**config.mk**
```make
export PLATFORM = sky130hd
export DESIGN_NAME = dff_and_demux_flat
export DESIGN_NICKNAME = d
export VERILOG_FILES = /design/src/rtl/dff_and_demux_if.sv /design/src/rtl/dff_and_demux.sv /design/src/flat_wrapper.sv
export SDC_FILE = /design/constraint.sdc
export NUM_CORES = 1
export LEC_CHECK = 0
export ABC_AREA = 1
export CAP_MARGIN = 20
export CORE_MARGIN = 5
export CORE_UTILIZATION = 60
export DETAILED_ROUTE_END_ITERATION = 10
export PLACE_DENSITY_LB_ADDON = 0.1
export SKIP_LAST_GASP = 1
export SYNTH_ARGS = -nofsm -noshare
export SYNTH_HDL_FRONTEND = slang
export SYNTH_SLANG_ARGS = --single-unit
```
**constraint.sdc**
```tcl
create_clock -name clk -period 3.31 [get_ports clk]
set_clock_uncertainty 0.15 [all_clocks]
set_input_delay 0.662 -clock clk [delete_from_list [all_inputs] [get_ports clk]]
set_output_delay 0.662 -clock clk [all_outputs]
set_load 0.03 [all_outputs]
```
**src/rtl/dff_and_demux_if.sv**
```systemverilog
// Bus bundle for dff_and_demux: lane-tagged write port, packed frame output and sticky errors.
interface dff_and_demux_if #(
    parameter int unsigned WIDTH = 8,
    parameter int unsigned LANES = 4
);
    localparam int unsigned SEL_W = $clog2(LANES);

    logic [WIDTH-1:0]       d;
    logic [SEL_W-1:0]       sel;
    logic                   wr_en;
    logic                   in_ready;
    logic [WIDTH*LANES-1:0] out_data;
    logic                   out_valid;
    logic                   out_ready;
    logic                   dup_err;
    logic                   ovf_err;

    modport master (
        output d, sel, wr_en, out_ready,
        input  in_ready, out_data, out_valid, dup_err, ovf_err
    );

    modport slave (
        input  d, sel, wr_en, out_ready,
        output in_ready, out_data, out_valid, dup_err, ovf_err
    );
endinterface

```
**src/rtl/dff_and_demux.sv**
```systemverilog
// Demultiplexes lane-tagged values into LANES registers and emits the packed frame on valid/ready.
// Optional macro DFF_DEMUX_LANE_OUT_EN exposes the live lane registers on q_lanes.
module dff_and_demux #(
    parameter int unsigned WIDTH = 8,
    parameter int unsigned LANES = 4
) (
    input  logic                   clk,
    input  logic                   rst_n,
`ifdef DFF_DEMUX_LANE_OUT_EN
    output logic [WIDTH*LANES-1:0] q_lanes,
`endif
    dff_and_demux_if.slave         bus
);

    typedef enum logic [1:0] {StIdle, StFill, StPend} state_e;

    state_e                        state_q, state_d;
    logic [LANES-1:0][WIDTH-1:0]   lanes_q, lanes_d;
    logic [LANES-1:0]              mask_q, mask_d;
    logic [LANES-1:0]              new_mask;
    logic [WIDTH*LANES-1:0]        out_data_q, out_data_d;
    logic                          out_valid_q, out_valid_d;
    logic                          dup_err_q, dup_err_d;
    logic                          ovf_err_q, ovf_err_d;
    logic                          in_ready;
    logic                          accept;

    // A full mask only persists while a completed frame waits behind a stalled output.
    assign in_ready = !((&mask_q) && out_valid_q && !bus.out_ready);
    assign accept   = bus.wr_en && in_ready;

    always_comb begin
        state_d     = state_q;
        lanes_d     = lanes_q;
        mask_d      = mask_q;
        out_data_d  = out_data_q;
        out_valid_d = out_valid_q;
        dup_err_d   = dup_err_q;
        ovf_err_d   = ovf_err_q;
        new_mask    = mask_q;
        new_mask[bus.sel] = 1'b1;

        if (out_valid_q && bus.out_ready) out_valid_d = 1'b0;
        if (bus.wr_en && !in_ready)       ovf_err_d   = 1'b1;
        if (accept)                       lanes_d[bus.sel] = bus.d;

        case (state_q)
            StPend: begin
                if (bus.out_ready) begin
                    out_data_d  = lanes_q;
                    out_valid_d = 1'b1;
                    mask_d      = '0;
                    state_d     = StIdle;
                    // A write on the release edge starts the next frame.
                    if (accept) begin
                        mask_d[bus.sel] = 1'b1;
                        state_d         = StFill;
                    end
                end
            end
            default: begin
                if (accept) begin
                    if (mask_q[bus.sel]) dup_err_d = 1'b1;
                    if (&new_mask) begin
                        if (!out_valid_q || bus.out_ready) begin
                            out_data_d  = lanes_d;
                            out_valid_d = 1'b1;
                            mask_d      = '0;
                            state_d     = StIdle;
                        end else begin
                            mask_d  = new_mask;
                            state_d = StPend;
                        end
                    end else begin
                        mask_d  = new_mask;
                        state_d = StFill;
                    end
                end
            end
        endcase
    end

    always_ff @(posedge clk or negedge rst_n) begin
        if (!rst_n) begin
            state_q     <= StIdle;
            lanes_q     <= '0;
            mask_q      <= '0;
            out_data_q  <= '0;
            out_valid_q <= 1'b0;
            dup_err_q   <= 1'b0;
            ovf_err_q   <= 1'b0;
        end else begin
            state_q     <= state_d;
            lanes_q     <= lanes_d;
            mask_q      <= mask_d;
            out_data_q  <= out_data_d;
            out_valid_q <= out_valid_d;
            dup_err_q   <= dup_err_d;
            ovf_err_q   <= ovf_err_d;
        end
    end

    assign bus.in_ready  = in_ready;
    assign bus.out_data  = out_data_q;
    assign bus.out_valid = out_valid_q;
    assign bus.dup_err   = dup_err_q;
    assign bus.ovf_err   = ovf_err_q;

`ifdef DFF_DEMUX_LANE_OUT_EN
    assign q_lanes = lanes_q;
`endif

endmodule

```
**src/flat_wrapper.sv**
```systemverilog
// flat-port wrapper written by rule: the top's interface ports become plain ports
module dff_and_demux_flat 
#(
    parameter int unsigned WIDTH = 8,
    parameter int unsigned LANES = 4
)
  (clk, rst_n, bus_d, bus_sel, bus_wr_en, bus_out_ready, bus_in_ready, bus_out_data, bus_out_valid, bus_dup_err, bus_ovf_err);
  dff_and_demux_if #(.WIDTH(WIDTH), .LANES(LANES)) bus_i ();
  input  logic clk;
  input  logic rst_n;
  input wire logic [$bits(bus_i.d)-1:0] bus_d;
  input wire logic [$bits(bus_i.sel)-1:0] bus_sel;
  input wire logic [$bits(bus_i.wr_en)-1:0] bus_wr_en;
  input wire logic [$bits(bus_i.out_ready)-1:0] bus_out_ready;
  output wire logic [$bits(bus_i.in_ready)-1:0] bus_in_ready;
  output wire logic [$bits(bus_i.out_data)-1:0] bus_out_data;
  output wire logic [$bits(bus_i.out_valid)-1:0] bus_out_valid;
  output wire logic [$bits(bus_i.dup_err)-1:0] bus_dup_err;
  output wire logic [$bits(bus_i.ovf_err)-1:0] bus_ovf_err;
  assign bus_i.d = bus_d;
  assign bus_i.sel = bus_sel;
  assign bus_i.wr_en = bus_wr_en;
  assign bus_i.out_ready = bus_out_ready;
  assign bus_in_ready = bus_i.in_ready;
  assign bus_out_data = bus_i.out_data;
  assign bus_out_valid = bus_i.out_valid;
  assign bus_dup_err = bus_i.dup_err;
  assign bus_ovf_err = bus_i.ovf_err;
  dff_and_demux #(.WIDTH(WIDTH), .LANES(LANES)) u_core (.clk(clk), .rst_n(rst_n), .bus(bus_i));
endmodule
```
==> results of run 1 <==
synthesized netlist by cell type:
cell type and count:
sky130_fd_sc_hd__nand2_1 357, sky130_fd_sc_hd__o21bai_1 1, sky130_fd_sc_hd__buf_1 5, sky130_fd_sc_hd__nand3_1 58, sky130_fd_sc_hd__o21ai_4 1, sky130_fd_sc_hd__nand3_2 1, sky130_fd_sc_hd__dfrtp_1 73, sky130_fd_sc_hd__buf_2 10
sky130_fd_sc_hd__nor2_2 1, sky130_fd_sc_hd__o22ai_1 2, sky130_fd_sc_hd__inv_2 1, sky130_fd_sc_hd__inv_1 10, sky130_fd_sc_hd__a31o_2 1, sky130_fd_sc_hd__a21oi_1 3, sky130_fd_sc_hd__clkinv_1 2, sky130_fd_sc_hd__buf_6 3
sky130_fd_sc_hd__buf_4 5, sky130_fd_sc_hd__clkbuf_1 9, sky130_fd_sc_hd__nand4_1 1, sky130_fd_sc_hd__o21ai_0 5, sky130_fd_sc_hd__nand2_2 8, sky130_fd_sc_hd__a31oi_1 1, sky130_fd_sc_hd__nor2_1 9, sky130_fd_sc_hd__nor2_4 1
power groups by stage:
stage	sequential [uW]	clock (uW)	combinational [uW]
2_1_floorplan	1470	0	380
3_3_place_gp	1220	0	1000
3_5_place_dp	1230	0	1020
4_1_cts	1210	715	1030
5_1_grt	1240	761	1120
6_report	1220	704	1020
cell families after synthesis:
kind of cell,count (synthesis),share of synthesized area
buf+inv,45,0.0573
compound gates,14,0.0235
flops,73,0.470
simple gates,436,0.449
area by class of cell:
cell class | count | area [um2]
Timing Repair Buffer | 65 | 618
Multi-Input combinational cell | 450 | 1840
Clock inverter | 3 | 40.0
Fill cell | 509 | 1690
Clock buffer | 12 | 155
Tap cell | 77 | 96.3
Sequential cell | 73 | 1830
Inverter | 13 | 48.8
layout by cell type (no fill, tap or decap), drive strengths merged:
cell type        n
nand4            1
o22ai            2
buf             17
dfrtp           73
o21ai            6
a21oi            3
clkdlybuf4s50   48
nor2            11
inv             11
a31o             1
clkbuf          12
clkinv           4
nand3           59
a31oi            1
nand2          365
bufinv           1
o21bai           1
worst paths after layout:
path	endpoint	slack, ns	depth (start not counted)
min in group clk	u_core.bus.out_data[30]	0.33	2
max	bus_in_ready	0.51	4
max in group asynchronous	u_core.lanes_q[17]	2.10	2
min reg2reg	u_core.bus.out_data[30]	0.33	2
max reg2reg	u_core.bus.out_data[11]	1.00	11
min	u_core.bus.out_data[28]	0.23	1
registers in the layout, indices dropped and copies added, names as in the netlist:
signal / flops
u_core.lanes_q: 32
u_core.mask_q: 4
u_core.bus.out_data: 32
u_core.bus.out_valid: 1
u_core.bus.dup_err: 1
u_core.state_q: 2
u_core.bus.ovf_err: 1
stage by stage:
step                      utilization  power (uW)
after global placement          0.702        2230
after floorplan                     -        1850
final                           0.733        2940
after CTS                       0.733        2960
after detailed placement        0.702        2250
after global routing            0.733        3130
metal layers:
layer | up-vias | GRT usage
met1 | 1713 | 0.314
met4 | 0 | 0.119
met2 | 152 | 0.398
met5 | - | 0
met3 | 21 | 0.0517
li1 | 1842 | -
==> results.txt, run 1 <==
----------------------------------------------------
[Pwr]
  Max IR drop VDD ... 0.400 mV
  Part of the power in the clock network ... 0.239
  Sequential fraction of design power ... 0.413
  Power per standard cell area ... 636 nW/um2
  Fraction of power spent switching nets ... 0.363
  Switching power of the nets ... 1070 uW
  Leakage power ... 0.00256 uW
  Internal cell power ... 1870 uW
  Relative contribution of combinational cells to total power ... 0.347

[Status]
  Run status ... completed

[Global routing]
  Overflow left after global routing ... 0
  Via count of the first global-routing pass ... 3663
  Overall Global Routing Usage ... 0.247
  Pin count of the biggest net entering global routing ... 43
  Number of antenna violations at the first check in global routing ... 0
  Wire length of the first global-routing pass ... 16700 um

[CTS]
  Clock Tree Root ... sky130_fd_sc_hd__clkbuf_8
  TritonCTS clock tree ... done
  Maximum number of buffers from clock root to sink ... 2
  Post CTS Setup Buffer Count ... 0
  Number of instances resized during post-cts repair ... 0
  Post-cts hold buffer count ... 0
  Sink Count ... 73
  Clock latency on the worst-skew pair ... 0.35 ns
  H-tree depth ... 3
  Clk pin slew, worst setup/hold paths ... 0.07 ns
  Number of CTS-inserted buffers ... 9

[STA]
  Worst slew pin tran ... 0.761 ns
  Crit share post-route ... 0.847
  Fin. Hold Viols ... 0
  Max-Slew Margin vs Limit ... 0.492
  Top achievable clock speed ... 0.357 GHz
  Final Critical Period ... 2.80 ns
  Hold WS ... 0.229 ns
  Setup violation total in the final timing report ... 0
  Max-slew violation total from the final report ... 0
  Fin Setup TNS ... 0 ns
  Final critical-path setup slack ... 0.507 ns
  RSZ-0062 raised after global routing ... false

[Worst hold path]
  Worst hold path class ... input pin to async pin

[Logic synthesis]
  Cell count after synthesis ... 568
  Post-Synthesis Mean Instance Area ... 6.85 um2
  Library cells used by synthesis ... 24
  Portion of synthesized cell area occupied by the leading cell type ... 0.470
  Synth area leader ... sky130_fd_sc_hd__dfrtp_1
  Share of synthesized area occupied by flip-flops and latches ... 0.470
  Total nets after synthesis ... 582
  Flip-flop and latch count after synthesis ... 73
  Top cells by area, synth ... sky130_fd_sc_hd__dfrtp_1 47%, sky130_fd_sc_hd__nand2_1 34%, sky130_fd_sc_hd__nand3_1 7.5%, sky130_fd_sc_hd__buf_2 1.3%, sky130_fd_sc_hd__nand2_2 1.3%
  Post-synthesis instance area ... 3890 um2
  Yosys synthesis warning count ... 0

[Route]
  Uppermost metal layer occupied by signal nets ... met4
  Number of optimization iterations in the first detailed-route pass ... 5
  Total length of routed met2 wires ... 4670 um
  Metal-1 WL ... 3990 um
  DR WL met3 ... 645 um
  Iteration-0 DRC Markers ... 321
  Post-Route WL ... 9550 um
  Routed WL per cell ... 13.8 um
  Post-detailed-route via-to-cell ratio ... 5.38
  DRC violations left ... 0
  Total via count in the routed design ... 3728
  Residual antenna-violating net count after detailed routing ... 0

[Critical path]
  Worst setup path startpoint ... bus_out_ready
  Data arrival time at the worst-slack endpoint ... 1.99 ns
  Cell occurring most often along the worst timing path ... sky130_fd_sc_hd__clkdlybuf4s50_1
  CP bufs+invs ... 2
  Critical path class ... input pin to output port
  FF-to-FF Start ... u_core.bus.out_valid
  Worst-path fanout max ... 5
  Crit path required time ... 2.50 ns
  Critical path's top delay family ... buffers and inverters
  Crit. End Element ... output port
  Delay of the slowest cell on the worst path ... 0.60 ns
  Kind of start point of the critical path ... input pin
  Cells along the critical path ... clkdlybuf4s50_1 -> nor2_2 -> nand2_2 -> clkdlybuf4s50_1
  Worst path slowest cell ... sky130_fd_sc_hd__clkdlybuf4s50_1

[Cells and area]
  Number of standard cells in the layout, taps in and fillers out ... 693
  Syn-to-layout area delta ... 19.0%
  Finished layout cell area ... 4630 um2
  Layout cells sized above 1 ... 0.0747
  Fin nets ... 626
  Diodes inserted ... 0

[Floorplan]
  Io pins ... 50
  Die Area ... 8190 um2
  Initial Util ... 0.616
  Vert. Die Dim ... 90.5 um
  Chip width ... 90.5 um
  Area of the core ... 6310 um2
  Row count ... 29

[Job]
  Max-cap violation count ... 0

[Placement]
  Total half-perimeter wirelength after legalization and detailed placement ... 6450 um
  Number of cells in the design after placement ... 678
  Gpl congestion ... 0.897
  Worst slack at placement ... 0.327 ns
  Quantity of I/O buffers inserted on ports ... 49
  Cell area after placement ... 4430 um2

----------------------------------------------------
(Power assumes the default switching activity.)
==> run 2: changes to the inputs <==
- CORE_UTILIZATION: 60 -> 50
- clock period: 3.31 -> 2.56 ns (I/O delays scaled with it)
==> results.txt, run 2 (synthesized netlist as in run 1, its figures left out) <==
----------------------------------------------------
[Critical path]
  Crit. End Element ... flop
  Critical path class ... input pin to flop
  Worst r2r path cells ... 9 (-2)
  Kind of start point of the critical path ... input pin
  Data arrival time at the worst-slack endpoint ... 2.49 ns (+0.50 ns)
  R2R setup slack ... 0.45 ns (-0.55 ns)
  Worst-path fanout max ... 32 (+27)
  FF-to-FF Start ... u_core.state_q[1]
  Crit path required time ... 2.70 ns (+0.20 ns)
  Capture instance of the worst register-to-register path ... u_core.bus.out_data[10]

[STA]
  Fin. Hold Viols ... 2 (+2)
  Setup violation total in the final timing report ... 0 (unchanged)
  Max-slew violation total from the final report ... 0 (unchanged)
  Final Critical Period ... 2.35 ns
  RSZ-0062 raised after global routing ... false
  Worst slew pin tran ... 0.738 ns (-0.0237 ns)
  Max-Slew Margin vs Limit ... 0.507 (+0.0146)
  Crit share post-route ... 0.917
  Top achievable clock speed ... 0.426 GHz
  Hold WS ... -0.00634 ns (-0.236 ns)

[CTS]
  Maximum number of buffers from clock root to sink ... 2 (unchanged)
  TritonCTS clock tree ... done
  Number of instances resized during post-cts repair ... 0 (unchanged)
  Sink Count ... 73 (unchanged)
  Post CTS Setup Buffer Count ... 0 (unchanged)
  Post-cts hold buffer count ... 0 (unchanged)
  Clock latency on the worst-skew pair ... 0.35 ns (about the same)
  Number of CTS-inserted buffers ... 9 (unchanged)
  Clock Tree Root ... sky130_fd_sc_hd__clkbuf_8
  H-tree depth ... 3 (unchanged)
  Clk pin slew, worst setup/hold paths ... 0.08 ns (about the same)

[Placement]
  Gpl congestion ... 0.832 (-7.3%)
  Number of cells in the design after placement ... 708 (+4.4%)
  Total half-perimeter wirelength after legalization and detailed placement ... 6560 um (+1.7%)
  Cell area after placement ... 4520 um2 (+2.1%)
  Quantity of I/O buffers inserted on ports ... 49 (unchanged)

[Floorplan]
  Vert. Die Dim ... 98.2 um (+8.5%)
  Initial Util ... 0.509 (-0.107)
  Chip width ... 98.2 um (+8.5%)
  Row count ... 32 (+10%)
  Die Area ... 9640 um2 (+18%)
  Io pins ... 50 (unchanged)
  Area of the core ... 7650 um2 (+21%)

[Route]
  Post-detailed-route via-to-cell ratio ... 5.22 (-3.0%)
  Post-Route WL ... 10100 um (+5.5%)
  Total via count in the routed design ... 3779 (+1.4%)
  Number of optimization iterations in the first detailed-route pass ... 5 (unchanged)
  Iteration-0 DRC Markers ... 290 (-9.7%)
  Routed WL per cell ... 13.9 um (+1.0%)
  Residual antenna-violating net count after detailed routing ... 0 (unchanged)
  DRC violations left ... 0 (unchanged)

[Pwr]
  Power per standard cell area ... 820 nW/um2 (+29%)
  Max IR drop VDD ... 0.407 mV (+1.7%)
  Leakage power ... 0.00259 uW (+1.4%)

[Global routing]
  Via count of the first global-routing pass ... 3808 (+4.0%)
  Overflow left after global routing ... 0 (unchanged)
  Number of antenna violations at the first check in global routing ... 0 (unchanged)
  Wire length of the first global-routing pass ... 17600 um (+5.5%)
  Overall Global Routing Usage ... 0.221 (-0.0250)
  Pin count of the biggest net entering global routing ... 74 (+72%)

[Cells and area]
  Layout cells sized above 1 ... 0.0852 (+0.0105)
  Filler Cells Inserted ... 732 (+44%)
  Seq. cell area ... 1830 um2 (unchanged)
  Number of standard cells in the layout, taps in and fillers out ... 724 (+4.5%)
  Fin nets ... 631 (+0.80%)
  Finished layout cell area ... 4730 um2 (+2.3%)
  Most common cell after layout, fill and taps aside ... sky130_fd_sc_hd__nand2_1
  Diodes inserted ... 0 (unchanged)
  Commonest non-fill, non-tap cells in the layout ... 357 x sky130_fd_sc_hd__nand2_1, 73 x sky130_fd_sc_hd__dfrtp_1, 58 x sky130_fd_sc_hd__nand3_1
  Final core utilization ... 0.619 (-0.114)
  Multi-input combinational cell area ... 1840 um2 (unchanged)
  Syn-to-layout area delta ... 21.7%

[Worst hold path]
  Worst hold path class ... input pin to async pin

[Status]
  Run status ... finished with violations
  Violated checks ... negative hold slack

[Job]
  Max-cap violation count ... 0 (unchanged)

----------------------------------------------------
==> run 2: changes by cell type in the layout (fill, tap and decap cells not counted), sizes merged <==
cell,before,now
clkdlybuf4s50,48,47
clkbuf,12,10
buf,17,23
bufinv,1,2
clkinvlp,0,1
clkinv,4,5
==> run 2: worst max-delay path, cell delays in order <==
cell,delay [ns]
sky130_fd_sc_hd__clkdlybuf4s50_1,0.54
sky130_fd_sc_hd__clkinv_1,0.14
sky130_fd_sc_hd__nand2_1,0.08
sky130_fd_sc_hd__nand2_1,0.07
sky130_fd_sc_hd__nand2_1,0.09
sky130_fd_sc_hd__o21ai_4,0.15
sky130_fd_sc_hd__nand2_2,0.07
sky130_fd_sc_hd__nor2_4,0.57
sky130_fd_sc_hd__nand2_1,0.16
sky130_fd_sc_hd__nand2_1,0.10
==> run 2: power breakdown <==
| part | switching (uW) | leakage [uW] | internal, uW |
|---|---|---|---|
| registers | 157 | 0.000941 | 1410 |
| logic | 803 | 0.00155 | 524 |
| clock network | 443 | 0.000106 | 544 |
| total | 1400 | 0.00259 | 2480 |
==> run 2: worst max path at each step <==
stage / from / slack, ns / end
3_5_place_dp: bus_sel[0] / -0.17 / u_core.bus.out_data[10]
5_1_grt: bus_sel[0] / 0.05 / u_core.bus.out_data[29]
2_1_floorplan: u_core.bus.out_valid / 0.67 / bus_in_ready
6_report: bus_sel[0] / 0.21 / u_core.bus.out_data[10]
4_1_cts: bus_sel[0] / 0.20 / u_core.bus.out_data[10]
3_3_place_gp: bus_sel[0] / -0.02 / u_core.bus.out_data[19]
==> run 2: final cells by class <==
class / instances / share of cell area
Timing Repair Buffer: 70 / 0.143
Multi-Input combinational cell: 450 / 0.389
Inverter: 13 / 0.0103
Clock buffer: 10 / 0.0270
Clock inverter: 6 / 0.0174
Tap cell: 102 / 0.0270
Sequential cell: 73 / 0.386
==> run 2: through the flow <==
step | setup slack, ns | power [uW] | setup TNS (ns)
3_3_place_gp | -0.0243 | 2900 | -0.154
5_1_grt | 0.0505 | 4120 | 0
3_5_place_dp | -0.167 | 2930 | -3.76
4_1_cts | 0.199 | 3920 | 0
6_report | 0.213 | 3880 | 0
2_1_floorplan | 0.670 | 2390 | 0
==> run 2: metal layers <==
| layer | up-vias | track usage | routed length, um |
|---|---|---|---|
| li1 | 1854 | - | - |
| met1 | 1789 | 0.283 | 4510 |
| met2 | 117 | 0.380 | 4800 |
| met3 | 19 | 0.0450 | 595 |
| met4 | 0 | 0.0672 | 170 |
| met5 | - | 0 | 0 |
